## config.mk

```make
export PLATFORM = sky130hd
export DESIGN_NAME = ws_tile_sched_flat
export DESIGN_NICKNAME = d
export VERILOG_FILES = /design/src/rtl/ws_pkg.sv /design/src/rtl/ws_tile_sched_if.sv /design/src/rtl/ws_wdog.sv /design/src/rtl/ws_tile_sched.sv /design/src/flat_wrapper.sv
export SDC_FILE = /design/constraint.sdc
export NUM_CORES = 1
export LEC_CHECK = 0
export CAP_MARGIN = 20
export CORE_MARGIN = 4
export CORE_UTILIZATION = 30
export DETAILED_ROUTE_END_ITERATION = 10
export MAX_ROUTING_LAYER = met4
export PLACE_DENSITY_LB_ADDON = 0.15
export SLEW_MARGIN = 5
export SYNTH_ARGS = -nofsm -noshare
export SYNTH_HDL_FRONTEND = slang
export SYNTH_SLANG_ARGS = --single-unit
```

## constraint.sdc

```tcl
create_clock -name clk -period 3.2 [get_ports clk]
set_input_delay 0.64 -clock clk [delete_from_list [all_inputs] [get_ports clk]]
set_output_delay 0.64 -clock clk [all_outputs]
set_load 0.02 [all_outputs]
```

## src/rtl/ws_pkg.sv

```systemverilog
// Shared types for the weight-stationary tile scheduler and the systolic array.
package ws_pkg;

  // Default tile-index width shared with the array
  localparam int WS_TW  = 8;
  // Watchdog counter width; comfortably covers M*N+K+slack for realistic arrays
  localparam int WDOG_W = 16;

  typedef enum logic [2:0] {
    ST_IDLE,
    ST_ISSUE,
    ST_LOADW,
    ST_COMP,
    ST_WB,
    ST_NEXT,
    ST_FIN
  } ws_state_e;

  typedef logic [WS_TW-1:0] tile_idx_t;

  // Cycles allowed from ISSUE until the array reports a finished tile
  function automatic logic [WDOG_W-1:0] wdog_limit(input int m, input int n,
                                                   input int k, input int slack);
    return WDOG_W'(m * n + k + slack);
  endfunction

endpackage

```

## src/rtl/ws_tile_sched_if.sv

```systemverilog
// Job-command, array-control and writeback signals of the tile scheduler.
interface ws_tile_sched_if #(
  parameter int TW = 8
);
  import ws_pkg::*;

  logic              cmd_valid;
  logic              cmd_ready;
  logic [TW-1:0]     cmd_rows;
  logic [TW-1:0]     cmd_cols;
  logic              abort;
  logic              arr_start_load;
  logic              arr_start_compute;
  logic              arr_done;
  logic [TW-1:0]     tile_row;
  logic [TW-1:0]     tile_col;
  logic              wb_valid;
  logic              wb_ready;
  logic              busy;
  logic              done;
  logic              err;
  logic [2*TW-1:0]   tiles_done;

  // Scheduler side
  modport slave (
    input  cmd_valid, cmd_rows, cmd_cols, abort, arr_done, wb_ready,
    output cmd_ready, arr_start_load, arr_start_compute, tile_row, tile_col,
           wb_valid, busy, done, err, tiles_done
  );

  // Host / array side
  modport master (
    output cmd_valid, cmd_rows, cmd_cols, abort, arr_done, wb_ready,
    input  cmd_ready, arr_start_load, arr_start_compute, tile_row, tile_col,
           wb_valid, busy, done, err, tiles_done
  );

endinterface

```

## src/rtl/ws_wdog.sv

```systemverilog
// Tile watchdog: armed by start, disarmed by clear, flags when a tile overruns.
module ws_wdog
  import ws_pkg::*;
#(
  parameter int W = WDOG_W
) (
  input  logic         clk,
  input  logic         rst_n,
  input  logic         start,
  input  logic         clear,
  input  logic [W-1:0] limit,
  output logic         expired
);

  logic         armed_q, armed_d;
  logic [W-1:0] cnt_q, cnt_d;

  // cnt_q holds the number of cycles elapsed since the start cycle, so the
  // flag rises in the last allowed cycle and the owner leaves on the next edge
  assign expired = armed_q && (cnt_q >= (limit - W'(1)));

  // Next-state: clear beats start so an abort in the start cycle disarms
  always_comb begin
    armed_d = armed_q;
    cnt_d   = cnt_q;
    if (clear) begin
      armed_d = 1'b0;
      cnt_d   = '0;
    end else if (start) begin
      armed_d = 1'b1;
      cnt_d   = W'(1);
    end else if (armed_q && !expired) begin
      cnt_d   = cnt_q + W'(1);
    end
  end

  // Counter and arm flag registers
  always_ff @(posedge clk or negedge rst_n) begin
    if (!rst_n) begin
      armed_q <= 1'b0;
      cnt_q   <= '0;
    end else begin
      armed_q <= armed_d;
      cnt_q   <= cnt_d;
    end
  end

endmodule

```

## src/rtl/ws_tile_sched.sv

```systemverilog
// Weight-stationary tile scheduler: walks a rows x cols job in row-major order,
// sequencing weight load, compute and writeback for each tile.
module ws_tile_sched
  import ws_pkg::*;
#(
  parameter int M          = 4,
  parameter int N          = 4,
  parameter int K          = 128,
  parameter int TW         = 8,
  parameter int WDOG_SLACK = 8
) (
  input logic            clk,
  input logic            rst_n,
  ws_tile_sched_if.slave bus
);

  localparam int               LOAD_CYC = M * N;
  localparam int               LCW      = $clog2(LOAD_CYC) + 1;
  localparam logic [LCW-1:0]   LD_LAST  = LCW'(LOAD_CYC - 1);
  localparam logic [TW-1:0]    IDX_ONE  = TW'(1);
  localparam logic [2*TW-1:0]  CNT_ONE  = (2*TW)'(1);
  localparam logic [WDOG_W-1:0] WD_LIMIT = wdog_limit(M, N, K, WDOG_SLACK);

  ws_state_e         state_q, state_d;
  logic [TW-1:0]     rows_q, rows_d;
  logic [TW-1:0]     cols_q, cols_d;
  logic [TW-1:0]     row_q, row_d;
  logic [TW-1:0]     col_q, col_d;
  logic [2*TW-1:0]   tdone_q, tdone_d;
  logic              err_q, err_d;
  logic [LCW-1:0]    ld_q, ld_d;

  logic wd_start, wd_clear, wd_exp;
  logic load_last, last_tile, last_col;

  ws_wdog #(.W(WDOG_W)) u_wdog (
    .clk     (clk),
    .rst_n   (rst_n),
    .start   (wd_start),
    .clear   (wd_clear),
    .limit   (WD_LIMIT),
    .expired (wd_exp)
  );

  assign load_last = (ld_q == LD_LAST);
  assign last_col  = (col_q == cols_q - IDX_ONE);
  assign last_tile = last_col && (row_q == rows_q - IDX_ONE);

  // Outputs are decoded from the state; abort/watchdog suppress pending pulses
  assign bus.cmd_ready         = (state_q == ST_IDLE);
  assign bus.busy              = (state_q != ST_IDLE);
  assign bus.done              = (state_q == ST_FIN);
  assign bus.arr_start_load    = (state_q == ST_ISSUE) && !bus.abort;
  assign bus.arr_start_compute = (state_q == ST_LOADW) && load_last && !bus.abort && !wd_exp;
  assign bus.wb_valid          = (state_q == ST_WB) && !bus.abort;
  assign bus.tile_row          = row_q;
  assign bus.tile_col          = col_q;
  assign bus.tiles_done        = tdone_q;
  assign bus.err               = err_q;

  // Next-state and datapath update; abort overrides whatever the state chose
  always_comb begin
    state_d  = state_q;
    rows_d   = rows_q;
    cols_d   = cols_q;
    row_d    = row_q;
    col_d    = col_q;
    tdone_d  = tdone_q;
    err_d    = err_q;
    ld_d     = ld_q;
    wd_start = 1'b0;
    wd_clear = 1'b0;

    case (state_q)
      ST_IDLE: begin
        if (bus.cmd_valid) begin
          rows_d  = bus.cmd_rows;
          cols_d  = bus.cmd_cols;
          row_d   = '0;
          col_d   = '0;
          tdone_d = '0;
          err_d   = 1'b0;
          state_d = (bus.cmd_rows == '0 || bus.cmd_cols == '0) ? ST_FIN : ST_ISSUE;
        end
      end
      ST_ISSUE: begin
        wd_start = 1'b1;
        ld_d     = '0;
        state_d  = ST_LOADW;
      end
      ST_LOADW: begin
        if (wd_exp) begin
          err_d    = 1'b1;
          wd_clear = 1'b1;
          state_d  = ST_FIN;
        end else if (load_last) begin
          state_d  = ST_COMP;
        end else begin
          ld_d     = ld_q + LCW'(1);
        end
      end
      ST_COMP: begin
        // A tile finishing in the watchdog's last cycle still counts as on time
        if (bus.arr_done) begin
          wd_clear = 1'b1;
          state_d  = ST_WB;
        end else if (wd_exp) begin
          err_d    = 1'b1;
          wd_clear = 1'b1;
          state_d  = ST_FIN;
        end
      end
      ST_WB: begin
        if (bus.wb_ready) begin
          tdone_d = tdone_q + CNT_ONE;
          state_d = ST_NEXT;
        end
      end
      ST_NEXT: begin
        // The final tile leaves the indices pointing at itself
        if (last_tile) begin
          state_d = ST_FIN;
        end else if (last_col) begin
          col_d   = '0;
          row_d   = row_q + IDX_ONE;
          state_d = ST_ISSUE;
        end else begin
          col_d   = col_q + IDX_ONE;
          state_d = ST_ISSUE;
        end
      end
      ST_FIN: begin
        state_d = ST_IDLE;
      end
      default: begin
        state_d = ST_IDLE;
      end
    endcase

    if (bus.abort && state_q != ST_IDLE) begin
      err_d    = 1'b1;
      wd_clear = 1'b1;
      wd_start = 1'b0;
      tdone_d  = tdone_q;
      row_d    = row_q;
      col_d    = col_q;
      // FIN is already finishing; going back to FIN would repeat done
      state_d  = (state_q == ST_FIN) ? ST_IDLE : ST_FIN;
    end
  end

  // State and job registers
  always_ff @(posedge clk or negedge rst_n) begin
    if (!rst_n) begin
      state_q <= ST_IDLE;
      rows_q  <= '0;
      cols_q  <= '0;
      row_q   <= '0;
      col_q   <= '0;
      tdone_q <= '0;
      err_q   <= 1'b0;
      ld_q    <= '0;
    end else begin
      state_q <= state_d;
      rows_q  <= rows_d;
      cols_q  <= cols_d;
      row_q   <= row_d;
      col_q   <= col_d;
      tdone_q <= tdone_d;
      err_q   <= err_d;
      ld_q    <= ld_d;
    end
  end

endmodule

```

## src/flat_wrapper.sv

```systemverilog
// flat-port wrapper written by rule: the top's interface ports become plain ports
module ws_tile_sched_flat import ws_pkg::*;
#(
  parameter int M          = 4,
  parameter int N          = 4,
  parameter int K          = 128,
  parameter int TW         = 8,
  parameter int WDOG_SLACK = 8
)
  (clk, rst_n, bus_cmd_valid, bus_cmd_rows, bus_cmd_cols, bus_abort, bus_arr_done, bus_wb_ready, bus_cmd_ready, bus_arr_start_load, bus_arr_start_compute, bus_tile_row, bus_tile_col, bus_wb_valid, bus_busy, bus_done, bus_err, bus_tiles_done);
  ws_tile_sched_if #(.TW(TW)) bus_i ();
  input logic clk;
  input logic rst_n;
  input wire logic [$bits(bus_i.cmd_valid)-1:0] bus_cmd_valid;
  input wire logic [$bits(bus_i.cmd_rows)-1:0] bus_cmd_rows;
  input wire logic [$bits(bus_i.cmd_cols)-1:0] bus_cmd_cols;
  input wire logic [$bits(bus_i.abort)-1:0] bus_abort;
  input wire logic [$bits(bus_i.arr_done)-1:0] bus_arr_done;
  input wire logic [$bits(bus_i.wb_ready)-1:0] bus_wb_ready;
  output wire logic [$bits(bus_i.cmd_ready)-1:0] bus_cmd_ready;
  output wire logic [$bits(bus_i.arr_start_load)-1:0] bus_arr_start_load;
  output wire logic [$bits(bus_i.arr_start_compute)-1:0] bus_arr_start_compute;
  output wire logic [$bits(bus_i.tile_row)-1:0] bus_tile_row;
  output wire logic [$bits(bus_i.tile_col)-1:0] bus_tile_col;
  output wire logic [$bits(bus_i.wb_valid)-1:0] bus_wb_valid;
  output wire logic [$bits(bus_i.busy)-1:0] bus_busy;
  output wire logic [$bits(bus_i.done)-1:0] bus_done;
  output wire logic [$bits(bus_i.err)-1:0] bus_err;
  output wire logic [$bits(bus_i.tiles_done)-1:0] bus_tiles_done;
  assign bus_i.cmd_valid = bus_cmd_valid;
  assign bus_i.cmd_rows = bus_cmd_rows;
  assign bus_i.cmd_cols = bus_cmd_cols;
  assign bus_i.abort = bus_abort;
  assign bus_i.arr_done = bus_arr_done;
  assign bus_i.wb_ready = bus_wb_ready;
  assign bus_cmd_ready = bus_i.cmd_ready;
  assign bus_arr_start_load = bus_i.arr_start_load;
  assign bus_arr_start_compute = bus_i.arr_start_compute;
  assign bus_tile_row = bus_i.tile_row;
  assign bus_tile_col = bus_i.tile_col;
  assign bus_wb_valid = bus_i.wb_valid;
  assign bus_busy = bus_i.busy;
  assign bus_done = bus_i.done;
  assign bus_err = bus_i.err;
  assign bus_tiles_done = bus_i.tiles_done;
  ws_tile_sched #(.M(M), .N(N), .K(K), .TW(TW), .WDOG_SLACK(WDOG_SLACK)) u_core (.clk(clk), .rst_n(rst_n), .bus(bus_i));
endmodule
```

==> qor.txt <==
DR DRC count = 0
clock share of power = 0.280
FF-to-FF End = u_core.bus.tile_row[7]
synth cell count leaders = dfrtp_1, nand2_1, nor2_1
Mapped Area = 0.004134 sq mm
Worst Hold Class = reg2reg
Psw = 1.398 mW
CP top delay family = compound AO/OA/AOI/OAI gates
Setup crit end kind = primary output
GRT overflow = 0
CP Class = reg2out
Switching Share = 0.3702
GRT Total Usage = 0.1400
Slew HR = 0.3505
drt pass-1 iters = 4
Core Util, Final = 0.3969
DP Cell Count = 701
RSZ-0062 raised after global routing = false
crit path time final = 3075 ps
Syn Area/Cell = 8.852 sq um
vias in the first global route = 3584
core area = 0.01335 sq mm
power share of the combinational group = 0.372
fin area = 0.005298 sq mm
CP Launch Type = flop
Post-CTS Hold Buffers = 0
CP cell instances = ha_2, a21o_1, a211o_1, a21oi_2, o21ai_1, and4_1, and2_1, clkdlybuf4s15_1
Worst Path Arrival = 2430 ps
post-route insts no fill = 716
n_diodes = 0
Die H = 125.4 um
CTS Sinks = 74
max cap viols = 0
TritonCTS Buffers = 9
Distinct cells, synth = 51
port bufs = 60
fin crit share = 0.9609
initial antenna violation count = 0
setup slack, reg-to-reg = 560 ps
ratio of cells with drive above 1 in the final layout = 0.07222
clock buffer depth = 2
IO Pins = 61
CTS tree = yes
CTS root buffer = clkbuf_16
vias per inst = 4.987
placed cell areas = 0.004984 sq mm
worst-margin pin slew = 974.2 ps
Starting DRT DRC Count = 243
final slew viol count = 0
Flop pwr share = 0.348
status = complete, no violations
Synth Warn # = 0
die width = 125.4 um
cells after synthesis = 467
clk_lat worst skew = 340 ps
largest net degree at the start of global routing = 75
hold path endpoint = u_core.u_wdog.cnt_q[8]
Int Pwr = 2.378 mW
Power Density = 712.8 mW/mm^2
ys flop type = dfrtp_1
post-synthesis register bit count = 74
Synth async-reset ratio = 1.000
H-tree Lvls = 3
# Post-CTS Setup Buffers = 0
Area contributors post-synth = dfrtp_1, nand2_1, xnor2_1
DR WL/cell = 14.53 um
Die Area = 0.01572 sq mm
share of the synthesized area in the top cell type = 0.4479
final wirelength = 10400 um
top-count cell post-synth = dfrtp_1
Synth Net Count = 497
Worst Path Buf+Inv = 1
Layout area overhead = 28.15%
worst r2r path cells = 10
clock skew = 7.698 ps
Final Hold Viols = 0
Crit Path Max Fanout = 4
highest ir drop seen on vdd = 240.9 uV
critical path's slowest cell = dfrtp_1
register area share after synthesis = 0.4479
TNS Setup = 0 ps
Post-synth EDFFs = 0
via count = 3571
Total Power = 3.776 mW
Filler cells = 1382
top cell type by total area after synthesis = dfrtp_1
endpoints failing setup = 0
HP Start = u_core.u_wdog.cnt_q[8]
Slowest Stage Delay on Critical Path = 410 ps
Starting Density = 0.3097
first-pass GRT wire length = 17660 um
worst path required time = 2560 ps
Final #Nets = 566
Fmax achieved = 0.3252 GHz
Placer Congestion = 0.8520
Reg2Reg Launch Point = u_core.cols_q[0]
Post-DP HPWL = 7504 um
Leakage = 2.279 nW
Rows = 42
Hold Path Depth = 2
Worst-path clk slew = 60 ps
ANT nets after route = 0
==> cell usage in the layout, fill, tap and decap left out, drive strengths merged, types with 2 or more instances in the layout <==
master and instances:
a211oi 3, a21boi 2, a21oi 20, a31oi 4, and2 4, and3 10, and4 2, buf 15
bufinv 2, clkbuf 9, clkdlybuf4s50 58, clkinv 3, dfrtp 74, ha 8, inv 25, mux2 2
mux2i 9, nand2 66, nand2b 5, nand3 28, nand3b 9, nand4 11, nor2 49, nor2b 6
nor3 5, nor4 7, nor4b 2, o21a 3, o21ai 22, o22ai 3, o311ai 2, o31ai 6
or3 5, or4 6, xnor2 22, xor2 19
==> power groups by stage <==
stage / sequential (mW) / combinational, mW / clock [mW]
global route: 1.35 / 1.58 / 1.12
floorplan: 1.27 / 0.991 / 0
global placement: 1.33 / 1.39 / 0
finish: 1.31 / 1.40 / 1.06
detailed placement: 1.33 / 1.41 / 0
CTS: 1.31 / 1.41 / 1.10
==> registers in the layout, summed over array words and instances (netlist names) <==
register	cells
u_core.ld_q	5
u_core.state_q	3
u_core.bus.err	1
u_core.rows_q	8
u_core.u_wdog.cnt_q	16
u_core.bus.tile_row	8
u_core.cols_q	8
u_core.bus.tile_col	8
u_core.u_wdog.armed_q	1
u_core.bus.tiles_done	16
==> worst min-delay path, cell delays in order (launching register included) <==
cell and delay, ps:
dfrtp_1 370, inv_1 50, nor2_1 30
==> layer usage <==
layer / GRT usage / vias up / part of all wire
met3: 0.02857 / 21 / 0.045
met5: - / - / 0
met2: 0.2148 / 87 / 0.46
met1: 0.1802 / 1702 / 0.47
li1: - / 1761 / -
met4: 0.05995 / 0 / 0.021
==> cell type report <==
type	instances	area, sq um	area share
clock buffers	9	225.2	0.04251
flip-flops and latches	74	1852	0.3496
clock inverters	6	82.58	0.01559
repair buffers	74	700.7	0.1323
well taps	176	220.2	0.04157
multi-input cells	352	2123	0.4008
inverters	25	93.84	0.01771
==> worst max-delay path by stage <==
stage	startpoint	endpoint	slack, ps	depth (start not counted)
2_1_floorplan	u_core.u_wdog.cnt_q[0]	bus_arr_start_compute	600	7
3_3_place_gp	u_core.u_wdog.cnt_q[0]	bus_arr_start_compute	170	8
3_5_place_dp	u_core.u_wdog.cnt_q[0]	bus_arr_start_compute	100	8
4_1_cts	u_core.u_wdog.cnt_q[0]	bus_arr_start_compute	30	8
5_1_grt	u_core.u_wdog.cnt_q[0]	bus_arr_start_compute	20	8
6_report	u_core.u_wdog.cnt_q[0]	bus_arr_start_compute	130	8
==> what timing repair did <==
| action | 4_1_cts | 5_1_grt |
|---|---|---|
| cloned | 0 | 0 |
| gates resized for setup | 2 | 2 |
| setup endpoints to repair | 1 | 1 |
| pin swaps | 0 | 1 |
==> cells by family (layout without fill, tap and decap cells) <==
family | Yosys count | after routing | synth area share
buffers and inverters | 41 | 114 | 0.03995
XOR/XNOR | 41 | 41 | 0.08686
adder cells (fa/ha/maj) | 8 | 8 | 0.02421
flip-flops | 74 | 74 | 0.4479
AND/OR/NAND/NOR | 221 | 221 | 0.2666
AO/OA/AOI/OAI | 71 | 71 | 0.1071
multiplexers | 11 | 11 | 0.02724
==> metrics by stage <==
stage | setup WS, ps | hold WS (ps)
finish | 125.0 | 493.0
global route | 22.25 | 515.4
CTS | 29.33 | 496.5
detailed placement | 101.8 | 487.1
global placement | 168.7 | 478.3
floorplan | 599.8 | 344.4
Power figures use the tool's default switching activity.
